$ cat src/rtl/control_booth_r4.sv
// -----------------------------------------------------------------------------
// control_booth_r4
// Sequencer for a radix-4 Booth multiplier datapath. It has no arithmetic of
// its own. It accepts a start request and loads the operands (A cleared, Q and
// M loaded). It then runs N/2 recode / optional add / 2-bit shift iterations
// and pulses done when {A,Q} holds the product.
//
// Ports
//   clk       in   rising-edge clock
//   reset_n   in   asynchronous active-low reset
//   start     in   multiply request, sampled only in IDLE
//   q_bits    in   {Q[1],Q[0],q_-1} from the datapath, valid in EVAL
//   clr_a     out  A loads zero (with carga_a) during LOAD
//   carga_a   out  A register load (LOAD and ADD)
//   carga_q   out  Q register load (LOAD)
//   carga_m   out  M register load (LOAD)
//   desplaza  out  2-bit arithmetic right shift of A,Q,q_-1 (SHIFT)
//   resta     out  1 = subtract (M|2M) from A, only in ADD
//   sel_m2    out  1 = 2M, 0 = M, only in ADD
//   busy      out  high in every state except IDLE
//   done      out  one-cycle pulse in DONE
// -----------------------------------------------------------------------------
module control_booth_r4 #(
  parameter int N     = 4,
  parameter int CNT_W = 2
) (
  input  logic       clk,
  input  logic       reset_n,
  input  logic       start,
  input  logic [2:0] q_bits,
  output logic       clr_a,
  output logic       carga_a,
  output logic       carga_q,
  output logic       carga_m,
  output logic       desplaza,
  output logic       resta,
  output logic       sel_m2,
  output logic       busy,
  output logic       done
);

  localparam logic [2:0] S_IDLE  = 3'd0;
  localparam logic [2:0] S_LOAD  = 3'd1;
  localparam logic [2:0] S_EVAL  = 3'd2;
  localparam logic [2:0] S_ADD   = 3'd3;
  localparam logic [2:0] S_SHIFT = 3'd4;
  localparam logic [2:0] S_DONE  = 3'd5;

  // op = {active, resta, sel_m2}; active=0 means no add this iteration
  localparam logic [2:0] OP_NOP = 3'b000;
  localparam logic [2:0] OP_PM  = 3'b100;
  localparam logic [2:0] OP_P2M = 3'b101;
  localparam logic [2:0] OP_MM  = 3'b110;
  localparam logic [2:0] OP_M2M = 3'b111;

  localparam logic [CNT_W-1:0] LAST_CNT = CNT_W'(N/2 - 1);

  logic [2:0]       r_state;
  logic [2:0]       r_op;
  logic [CNT_W-1:0] r_count;
  logic [8:0]       r_outs;

  logic [2:0]       w_state_nxt;
  logic [2:0]       w_op_nxt;
  logic [CNT_W-1:0] w_count_nxt;

  // Radix-4 Booth recoding of the current bit triplet
  function automatic logic [2:0] recode(input logic [2:0] qb);
    logic [2:0] op;
    case (qb)
      3'b001, 3'b010: op = OP_PM;
      3'b011:         op = OP_P2M;
      3'b100:         op = OP_M2M;
      3'b101, 3'b110: op = OP_MM;
      default:        op = OP_NOP;
    endcase
    return op;
  endfunction

  // Output decode: {clr_a,carga_a,carga_q,carga_m,desplaza,resta,sel_m2,busy,done}
  function automatic logic [8:0] decode(input logic [2:0] st, input logic [2:0] op);
    logic [8:0] o;
    case (st)
      S_LOAD:  o = 9'b1_1_1_1_0_0_0_1_0;
      S_EVAL:  o = 9'b0_0_0_0_0_0_0_1_0;
      S_ADD:   o = {7'b0_1_0_0_0_0_0, 2'b10} | {5'b0_0_0_0_0, op[1], op[0], 2'b00};
      S_SHIFT: o = 9'b0_0_0_0_1_0_0_1_0;
      S_DONE:  o = 9'b0_0_0_0_0_0_0_1_1;
      default: o = 9'b0_0_0_0_0_0_0_0_0;
    endcase
    return o;
  endfunction

  // Next-state, iteration counter and recoded-op logic
  always_comb begin
    w_state_nxt = r_state;
    w_op_nxt    = r_op;
    w_count_nxt = r_count;
    case (r_state)
      S_IDLE: begin
        if (start) begin
          w_state_nxt = S_LOAD;
        end else begin
          w_state_nxt = S_IDLE;
        end
      end
      S_LOAD: begin
        w_count_nxt = {CNT_W{1'b0}};
        w_op_nxt    = OP_NOP;
        w_state_nxt = S_EVAL;
      end
      S_EVAL: begin
        w_op_nxt = recode(q_bits);
        if (w_op_nxt[2]) begin
          w_state_nxt = S_ADD;
        end else begin
          w_state_nxt = S_SHIFT;
        end
      end
      S_ADD: begin
        w_state_nxt = S_SHIFT;
      end
      S_SHIFT: begin
        // exit on the last iteration so the counter never wraps
        if (r_count == LAST_CNT) begin
          w_state_nxt = S_DONE;
        end else begin
          w_count_nxt = r_count + CNT_W'(1);
          w_state_nxt = S_EVAL;
        end
      end
      S_DONE: begin
        w_state_nxt = S_IDLE;
      end
      default: begin
        w_state_nxt = S_IDLE;
        w_op_nxt    = OP_NOP;
        w_count_nxt = {CNT_W{1'b0}};
      end
    endcase
  end

  // State registers; outputs are decoded from the next state so they are
  // registered yet still aligned with the state they belong to
  always_ff @(posedge clk or negedge reset_n) begin
    if (!reset_n) begin
      r_state <= S_IDLE;
      r_op    <= OP_NOP;
      r_count <= {CNT_W{1'b0}};
      r_outs  <= 9'b0;
    end else begin
      r_state <= w_state_nxt;
      r_op    <= w_op_nxt;
      r_count <= w_count_nxt;
      r_outs  <= decode(w_state_nxt, w_op_nxt);
    end
  end

  assign {clr_a, carga_a, carga_q, carga_m, desplaza, resta, sel_m2, busy, done} = r_outs;

endmodule

$ cat config.mk
export PLATFORM = sky130hd
export DESIGN_NAME = control_booth_r4
export DESIGN_NICKNAME = d
export VERILOG_FILES = /design/src/rtl/control_booth_r4.sv
export SDC_FILE = /design/constraint.sdc
export NUM_CORES = 1
export LEC_CHECK = 0
export ABC_AREA = 1
export BUFFER_PORTS_ARGS = -buffer_cell sky130_fd_sc_hd__buf_2
export CAP_MARGIN = 20
export CORE_AREA = 2 2 39 41
export CTS_CLUSTER_SIZE = 24
export DETAILED_ROUTE_END_ITERATION = 6
export DIE_AREA = 0 0 41 43
export PLACE_DENSITY = 0.68
export SLEW_MARGIN = 20
export SYNTH_ARGS = -nofsm -noshare
export SYNTH_HDL_FRONTEND = slang
export SYNTH_SLANG_ARGS = --single-unit
$ cat constraint.sdc
create_clock -name clk -period 2.1 [get_ports clk]
set_input_delay 0.21 -clock clk [delete_from_list [all_inputs] [get_ports clk]]
set_output_delay 0.21 -clock clk [all_outputs]
set_load 0.05 [all_outputs]
# [Word-level counts from Yosys, hierarchy flattened]
# Index checks and enable logic that the tools add are counted.
[op_classes] addsub=1 n_mul=0 n_div=0 order_cmp=0 n_eq_ne=18 shift=0 muxes=10 bitwise=1 n_reduce_logical=6
[ops] op="9-bit one-hot mux with 5 select lines" n=1
[ops] op="3-bit == test (second input constant)" n=7
[ops] op="3-bit by 2-bit == test with 1-bit output (second input constant)" n=6
[ops] op="3-bit one-hot mux with 5 select lines" n=1
[ops] op="3-bit one-hot mux with 4 select lines" n=1
[ops] op="3-bit by 1-bit == test with 1-bit output (second input constant)" n=3
[ops] op="3-bit two-way mux" n=3
[ops] op="2-bit one-hot mux with 2 select lines" n=2
[ops] op="4-bit OR reduction" n=2
[ops] op="2-bit OR reduction" n=2
[ops] op="3-bit zero test" n=1
[ops] op="2-bit by 1-bit adder with 2-bit output (second input constant)" n=1
[ops] op="2-bit by 1-bit == test with 1-bit output (second input constant)" n=1
[ops] op="2-bit two-way mux" n=1
[ops] op="2-bit != test (second input constant)" n=1
[ops] op="2-bit AND reduction" n=1
[ops] op="1-bit two-way mux" n=1
[ops] op="1-bit NOT" n=1
[totals] regBits=16 latch_bits=0 mem_bits_rw=0 romBits=0 in_bits=6 out_inout_bits=9 word_cells=40 memories=0

# [Depth between registers and ports, before layout]
# Gate-level depths: netlist of the first run.
[logic_depth] depth_word=8 mapped_depth=7 ltp_nobuf=7

# [Worst setup path after synthesis of the first run]
# No wires, ideal clock.
[synth_path] path_kind="flip-flop to output port" startpoint="reg r_outs[6]" endpoint="out carga_q" t_arrival_ps=905 t_required_ps=1890 path_slack_ps=985 stages_incl_launch_ff=2 n_path_buf=1 path_cell_list="dfrtp_1 buf_4"
[synth_rtl] element="from (decl)" line="61" text="logic [8:0] r_outs;"
[synth_rtl] element="from (signal assigned)" line="155" text="r_outs <= decode(w_state_nxt, w_op_nxt);"
[synth_rtl] element="to (decl)" line="33" text="output logic carga_q,"
# No word-level cell between the ends.

# [Final worst setup path of the first run]
[layout_path] startpoint="reg r_count[0]" endpoint="reg r_outs[4]"
[layout_via] elab_chain_len=5 elab_cells_between_ends=9 classes_between="6 x eq/ne; 3 x mux"
[layout_rtl] element="from (decl)" line="60" text="logic [CNT_W-1:0] r_count;"
[layout_rtl] element="from (signal assigned)" line="149" text="r_count <= {CNT_W{1'b0}};"
[layout_rtl] element="from (signal assigned)" line="154" text="r_count <= w_count_nxt;"
[layout_rtl] element="2-bit by 1-bit == test with 1-bit output (*)" line="125" text="if (r_count == LAST_CNT) begin"
[layout_rtl] element="3-bit two-way mux (*)" line="125"
[layout_rtl] element="3-bit one-hot mux with 5 select lines (*)" line="99" text="case (r_state)"
[layout_rtl] element="3-bit == test (tied with other cells)" line="83" text="case (st)"
[layout_rtl] element="9-bit one-hot mux with 5 select lines (*)" line="83"
# Mark *: on every way between the ends. The rest lies on a longest branch, timed or not.
# A chain may end at the register's enable or synchronous reset.

==> results of run 1 <==
-- synthesized netlist by cell type (2+ instances only) --
cell / instances
o21ai_0: 5
buf_4: 2
dfrtp_1: 12
inv_1: 8
nand2_1: 16
nand3_2: 3
nor2_2: 2
nor2_1: 3
nand3_1: 6
inv_2: 4
-- cells by family (layout without fill, tap and decap cells) --
logic type	count (synthesis)	count (layout)
flip-flops	12	12
buffers and inverters	14	31
AO/OA/AOI/OAI	5	5
AND/OR/NAND/NOR	34	34
adder cells (fa/ha/maj)	1	1
-- worst min path at each step --
stage	startpoint	endpoint	slack (ns)
2_1_floorplan	reset_n	r_count[0]	-0.09
3_3_place_gp	reset_n	r_outs[2]	0.1
3_5_place_dp	reset_n	r_outs[3]	0.09
4_1_cts	q_bits[2]	r_outs[3]	0.21
5_1_grt	start	r_outs[6]	0.21
6_report	q_bits[2]	r_outs[3]	0.21
-- repair_timing --
action                     in CTS  in global routing
hold endpoints to repair       12                  0
buffers inserted                0                  0
hold buffers                    1                  0
setup endpoints to repair       0                  0
-- flip-flops by register name, summed over array words and instances, names as in the netlist --
register and flops:
r_count 2, r_outs 7, r_state 3
-- worst max-delay path, delay by kind of cell, from the launching register on --
family,cells,cell delay [ns]
and+or+nand+nor,4,0.40
DFF,1,0.40
adders and majority gates,1,0.23
-- metal layers --
layer / share of wire (%) / vias to the layer above
met2: 49 / 15
met3: 6.7 / 0
met1: 44 / 200
met4: 0 / 0
met5: 0 / -
li1: - / 237
-- per-stage QoR --
stage	setup slack (ns)	power, mW	instances	hold slack, ns	util [%]
floorplan	0.985	0.898	66	-0.0856	-
global placement	0.962	0.994	94	0.0955	47.6
detailed placement	0.956	1.00	94	0.0932	47.6
CTS	0.940	1.19	99	0.207	51.0
global route	0.849	1.28	99	0.209	51.0
finish	0.954	1.17	99	0.207	51.0
-- power groups by stage --
stage	logic, mW	clock network (mW)	registers [mW]
floorplan	0.362	0	0.536
global placement	0.600	0	0.393
detailed placement	0.608	0	0.394
CTS	0.611	0.185	0.389
global route	0.669	0.201	0.406
finish	0.603	0.181	0.390
-- cell type report --
cell class,count,area (um^2),area share (%)
Sequential cell,12,300,42.6
Multi-Input combinational cell,40,224,31.7
Timing Repair Buffer,15,80.1,11.3
Inverter,12,45.0,6.38
Clock buffer,4,36.3,5.14
Tap cell,16,20.0,2.84
==> results.json, run 1 <==
{
  "outcome": "completed",
  "path_class": "flop to flop",
  "diodes": 0,
  "final_cell_mix": "16 x nand2_1, 14 x buf_2, 12 x dfrtp_1",
  "muxShareOfSynthArea_pct": 0,
  "r2r-end": "r_outs[4]",
  "grt_max_degree": 13,
  "tritoncts": "yes",
  "synth-edff-count": 0,
  "reg2reg_slack_ns": 0.95,
  "synthArstFlopShare_pct": 100,
  "synthTopCellsByArea": "dfrtp_1 51%, nand2_1 10%, nand3_1 5.1%",
  "relSlewSlack_pct": 83.0,
  "skew_ns": 0.000759,
  "min_delay_path_depth": 3,
  "core_area_um2": 1380,
  "powerDensity_nw_per_um2": 1660,
  "required_ns": 2.26,
  "clk-insertion-delay-late_ns": 0.27,
  "drt_pre_antenna_iters": 4,
  "yosys.area.top_type": "dfrtp_1",
  "fmax_mhz": 872,
  "syn_to_final_growth_pct": 20.8,
  "p_int_mw": 0.594,
  "post-route-drc-count": 0,
  "drt_iter0_markers": 9,
  "synth-compound-area-share_pct": 4.28,
  "rows": 14,
  "syn_area_um2": 584,
  "die_w_um": 41,
  "slew_viol_final": 0,
  "finalInstanceArea_um2": 706,
  "die_h_um": 43,
  "grt_pass1_vias": 419,
  "grt_overflow": 0,
  "rsz0062_at_grt": "false",
  "grtUsageMet1_pct": 15.1,
  "post-route-period-util_pct": 54.6,
  "yosysUniqueCellTypes": 15,
  "syn_nets": 73,
  "grt_util_met2_pct": 21.9,
  "h-tree-depth": 1,
  "portBuffers": 14,
  "cp_max_fo": 4,
  "grtUsageMet3_pct": 6.28,
  "dieArea_um2": 1760,
  "busiest_layer": "met2",
  "setup_viol": 0,
  "start_util_pct": 42.2,
  "num_vias": 452,
  "post-route-min-period_ns": 1.15,
  "postRouteAntennaNets": 0,
  "crit_arrival_ns": 1.30,
  "clock_path_buffers": 2,
  "track_usage_pct": 13.5,
  "place_area_um2": 659,
  "synth_top_family_by_area": "simple AND/OR/NAND/NOR gates",
  "ios": 15,
  "synthSimpleGateAreaFrac_pct": 31.9,
  "crit_path_end": "r_outs[4]",
  "grt_pass1_wl_mm": 1.59,
  "regToRegStartpoint": "r_count[0]",
  "path_clk_slew_ns": 0.08,
  "syn_area_per_cell_um2": 8.85,
  "cp-end-kind": "flop",
  "crit_chain": "ha_1 -> nand3_2 -> nand2_1 -> nor2_1 -> nor2_2",
  "vdd_drop_max_mv": 0.833,
  "cts_resized": 0,
  "route.detailed.wl_per_inst_um": 9.24,
  "fill_cells": 136,
  "synth_xor_area_share_pct": 0,
  "worstMarginPinSlew_ns": 0.254,
  "tns_ns": 0,
  "nets": 91,
  "startpoint_type": "flop",
  "crit_path_start": "r_count[0]",
  "clockRootBuffer": "clkbuf_4",
  "hold_path.class": "primary input to flop",
  "cts_sinks": 12,
  "p_switching_mw": 0.581,
  "maxCapViolations": 0,
  "synthAdderAreaFrac_pct": 2.14,
  "drt-total-wl_um": 915,
  "yosys.area.top_type_share_pct": 51.4,
  "antenna_found_initial": 0,
  "cts_buffers": 3,
  "p_leak_nw": 0.420,
  "p_seq_share_pct": 33.2,
  "clockPowerShare_pct": 15.4,
  "combPwrFrac_pct": 51.4,
  "hold_violations": 0,
  "final_common_cell": "nand2_1",
  "syn_inst": 66,
  "avgViaCountPerCell": 4.57,
  "synthFlopType": "dfrtp_1",
  "swShare_pct": 49.4,
  "gp_congestion": 0.754,
  "ys_ff_latch": 12,
  "reg2regPathDepth": 5,
  "ys_warn_count": 0,
  "seq_area_frac_synth_pct": 51.4,
  "crit_slowest_cell": "dfrtp_1",
  "dp_hpwl_um": 754,
  "drive_above_1_share_pct": 34.9,
  "critPathMaxStageDelay_ns": 0.40
}
Note: power is estimated with default switching activity, not from simulation.
==> run 2, diff against run 1 <==
--- a/config.mk
+++ b/config.mk
@@ -5,14 +5,14 @@
 export SDC_FILE = /design/constraint.sdc
 export NUM_CORES = 1
 export LEC_CHECK = 0
-export ABC_AREA = 1
+export ABC_AREA = 0
 export BUFFER_PORTS_ARGS = -buffer_cell sky130_fd_sc_hd__buf_2
 export CAP_MARGIN = 20
-export CORE_AREA = 2 2 39 41
+export CORE_MARGIN = 2
+export CORE_UTILIZATION = 43
 export CTS_CLUSTER_SIZE = 24
 export DETAILED_ROUTE_END_ITERATION = 6
-export DIE_AREA = 0 0 41 43
-export PLACE_DENSITY = 0.68
+export PLACE_DENSITY = 0.7
 export SLEW_MARGIN = 20
 export SYNTH_ARGS = -nofsm -noshare
 export SYNTH_HDL_FRONTEND = slang
==> constraint.sdc (replaced) <==
create_clock -name clk -period 0.93 [get_ports clk]
set_input_delay 0.093 -clock clk [delete_from_list [all_inputs] [get_ports clk]]
set_output_delay 0.093 -clock clk [all_outputs]
set_load 0.05 [all_outputs]
==> results.json, run 2 <==
{
  "regToRegStartpoint": "r_count[1]",
  "post-route-min-period_ns": 1.10,
  "gp_congestion": 0.776,
  "die_h_um": 40.7,
  "post-route-period-util_pct": 118,
  "cp-end-kind": "flop",
  "synthArstFlopShare_pct": 100,
  "final_cell_mix": "14 x buf_6, 10 x dfrtp_1, 7 x buf_4",
  "ys_warn_count": 0,
  "core_area_um2": 1280,
  "grt_pass1_vias": 473,
  "final_common_cell": "buf_6",
  "dieArea_um2": 1660,
  "diodes": 0,
  "fmax_mhz": 908,
  "reg2reg_slack_ns": -0.17,
  "start_util_pct": 45.1,
  "pre_cts_slack_ns": -0.212,
  "crit_path_start": "r_count[1]",
  "seq_area_frac_synth_pct": 51.8,
  "nets": 92,
  "rows": 13,
  "drive_above_1_share_pct": 56.0,
  "post-route-util_pct": 71.9,
  "maxCapViolations": 0,
  "setup_viol": 13,
  "top_register": "r_outs",
  "grt_pass1_wl_mm": 2.13,
  "fin_hold_ws_ns": 0.110,
  "register_area_um2": 303,
  "syn_inst": 58,
  "outcome": "finished, violations left",
  "portBuffers": 14,
  "postRouteAntennaNets": 0,
  "path_class": "flop to flop",
  "tritoncts": "yes",
  "hold_path.class": "primary input to flop",
  "syn_area_um2": 579,
  "vdd_drop_max_mv": 1.75,
  "multiInputGateArea_um2": 323,
  "drt_pre_antenna_iters": 4,
  "clk-insertion-delay-late_ns": 0.27,
  "yosysMostFrequentCell": "dfrtp_1",
  "startpoint_type": "flop",
  "synthTopCellsByArea": "dfrtp_1 52%, a21oi_1 5.2%, nand2b_1 3.2%",
  "reg.largest.list": "r_outs: 7 flops, r_state: 3 flops, r_count: 2 flops",
  "ios": 15,
  "syn_to_final_growth_pct": 59.4,
  "crit_arrival_ns": 1.26,
  "rsz0062_at_grt": "true",
  "grt_overflow": 0,
  "post-route-drc-count": 0,
  "yosys.area.top_type": "dfrtp_1",
  "yosys.area.top_type_share_pct": 51.8,
  "cts_buffers": 3,
  "relSlewSlack_pct": 81.8,
  "finalNonFillerCells": 99,
  "track_usage_pct": 20.9,
  "totalPowerFinal_mw": 3.50,
  "synthFlopType": "dfrtp_1",
  "r2r-end": "r_count[1]",
  "reg2regPathDepth": 5,
  "avgViaCountPerCell": 5.01,
  "synthTopCellsByCount": "12 x dfrtp_1, 6 x a21oi_1, 4 x nand2_1",
  "largest_register_ffs": 7,
  "synth-edff-count": 0,
  "die_w_um": 40.7,
  "dp.cells": 91,
  "required_ns": 1.09,
  "syn_area_per_cell_um2": 9.99,
  "fill_cells": 84,
  "syn_nets": 65,
  "powerDensity_nw_per_um2": 3790,
  "drt_iter0_markers": 6,
  "h-tree-depth": 1,
  "num_vias": 496,
  "p_leak_nw": 0.424,
  "hold_violations": 0,
  "path_clk_slew_ns": 0.08,
  "antenna_found_initial": 0,
  "clock_path_buffers": 2,
  "slew_viol_final": 0,
  "yosysUniqueCellTypes": 25,
  "skew_ns": 0.00205,
  "violations": "negative setup slack",
  "dp_hpwl_um": 790,
  "cp_max_fo": 4,
  "worstMarginPinSlew_ns": 0.273,
  "grt_max_degree": 13,
  "ys_ff_latch": 12,
  "drt-total-wl_mm": 1.35,
  "cts_sinks": 12,
  "route.detailed.wl_per_inst_um": 13.6,
  "crit_path_end": "r_count[1]",
  "clockRootBuffer": "clkbuf_4",
  "setup_ws_ns": -0.171
}
==> run 2: cell count changes after synthesis, moves of 3 or more <==
| cell | change |
|---|---|
| o21ai_0 | -3 |
| nand2b_1 | +3 |
| a21oi_1 | +6 |
| inv_1 | -6 |
| inv_2 | -4 |
| nand2_1 | -12 |
| nand3_2 | -3 |
| nand3_1 | -3 |
==> run 2: area by class of cell <==
cell class	instances	area share, %
Clock buffer	4	2.85
Timing Repair Buffer	27	26.6
Multi-Input combinational cell	39	35.0
Sequential cell	12	32.8
Tap cell	15	2.03
Inverter	2	0.813
==> run 2: kinds of logic (layout without fill, tap and decap cells) <==
logic type	count (synthesis)	in the layout	synth area share, %
compound gates	15	15	16.4
fa+ha+maj	1	1	2.16
buf+inv	7	33	7.56
flops	12	12	51.8
simple gates	23	23	22.0
==> run 2: critical path, stage by stage, from the launching register on <==
cell and delay, ns:
dfrtp_1 0.39, inv_2 0.07, ha_4 0.14, nand2b_4 0.13, o21ai_1 0.06, a22o_1 0.20
==> run 2: worst min-delay path by stage <==
stage	from	to	slack, ns	cells past startpoint
after global placement	reset_n	r_outs[2]	-0.02	1
after floorplan	reset_n	r_count[0]	-0.20	0
after CTS	start	r_outs[6]	0.09	3
final	start	r_outs[6]	0.11	3
after global routing	start	r_outs[6]	0.11	3
after detailed placement	reset_n	r_outs[2]	-0.02	1
==> run 2: repair_timing <==
action | in CTS | in global routing
endpoints found under the hold margin | 12 | 0
setup buffers | 2 | 1
endpoints found under the setup margin | 20 | 20
pin swaps | 3 | 5
hold buffers | 1 | 0
gates resized for setup | 26 | 18
==> run 2: power breakdown <==
group	switching [mW]	internal (mW)	total (mW)
Sequential	0.174	0.731	0.905
Clock	0.175	0.166	0.340
Combinational	1.17	1.08	2.25
Total	1.52	1.98	3.50
==> run 2: metal layers <==
layer  global-route usage, %  up-vias  part of all wire (%)
li1                        -      248                     -
met1                    24.1      232                    44
met2                    36.1       12                    51
met3                    4.89        4                   3.2
met4                    10.0        0                   2.0
met5                       0        -                     0
==> run 2: metrics by stage <==
stage               setup TNS, ns  cell area, um^2
floorplan                  -0.577              618
global route                -1.85              923
detailed placement          -1.34              726
global placement            -1.10              726
CTS                         -1.02              853
finish                      -1.24              923
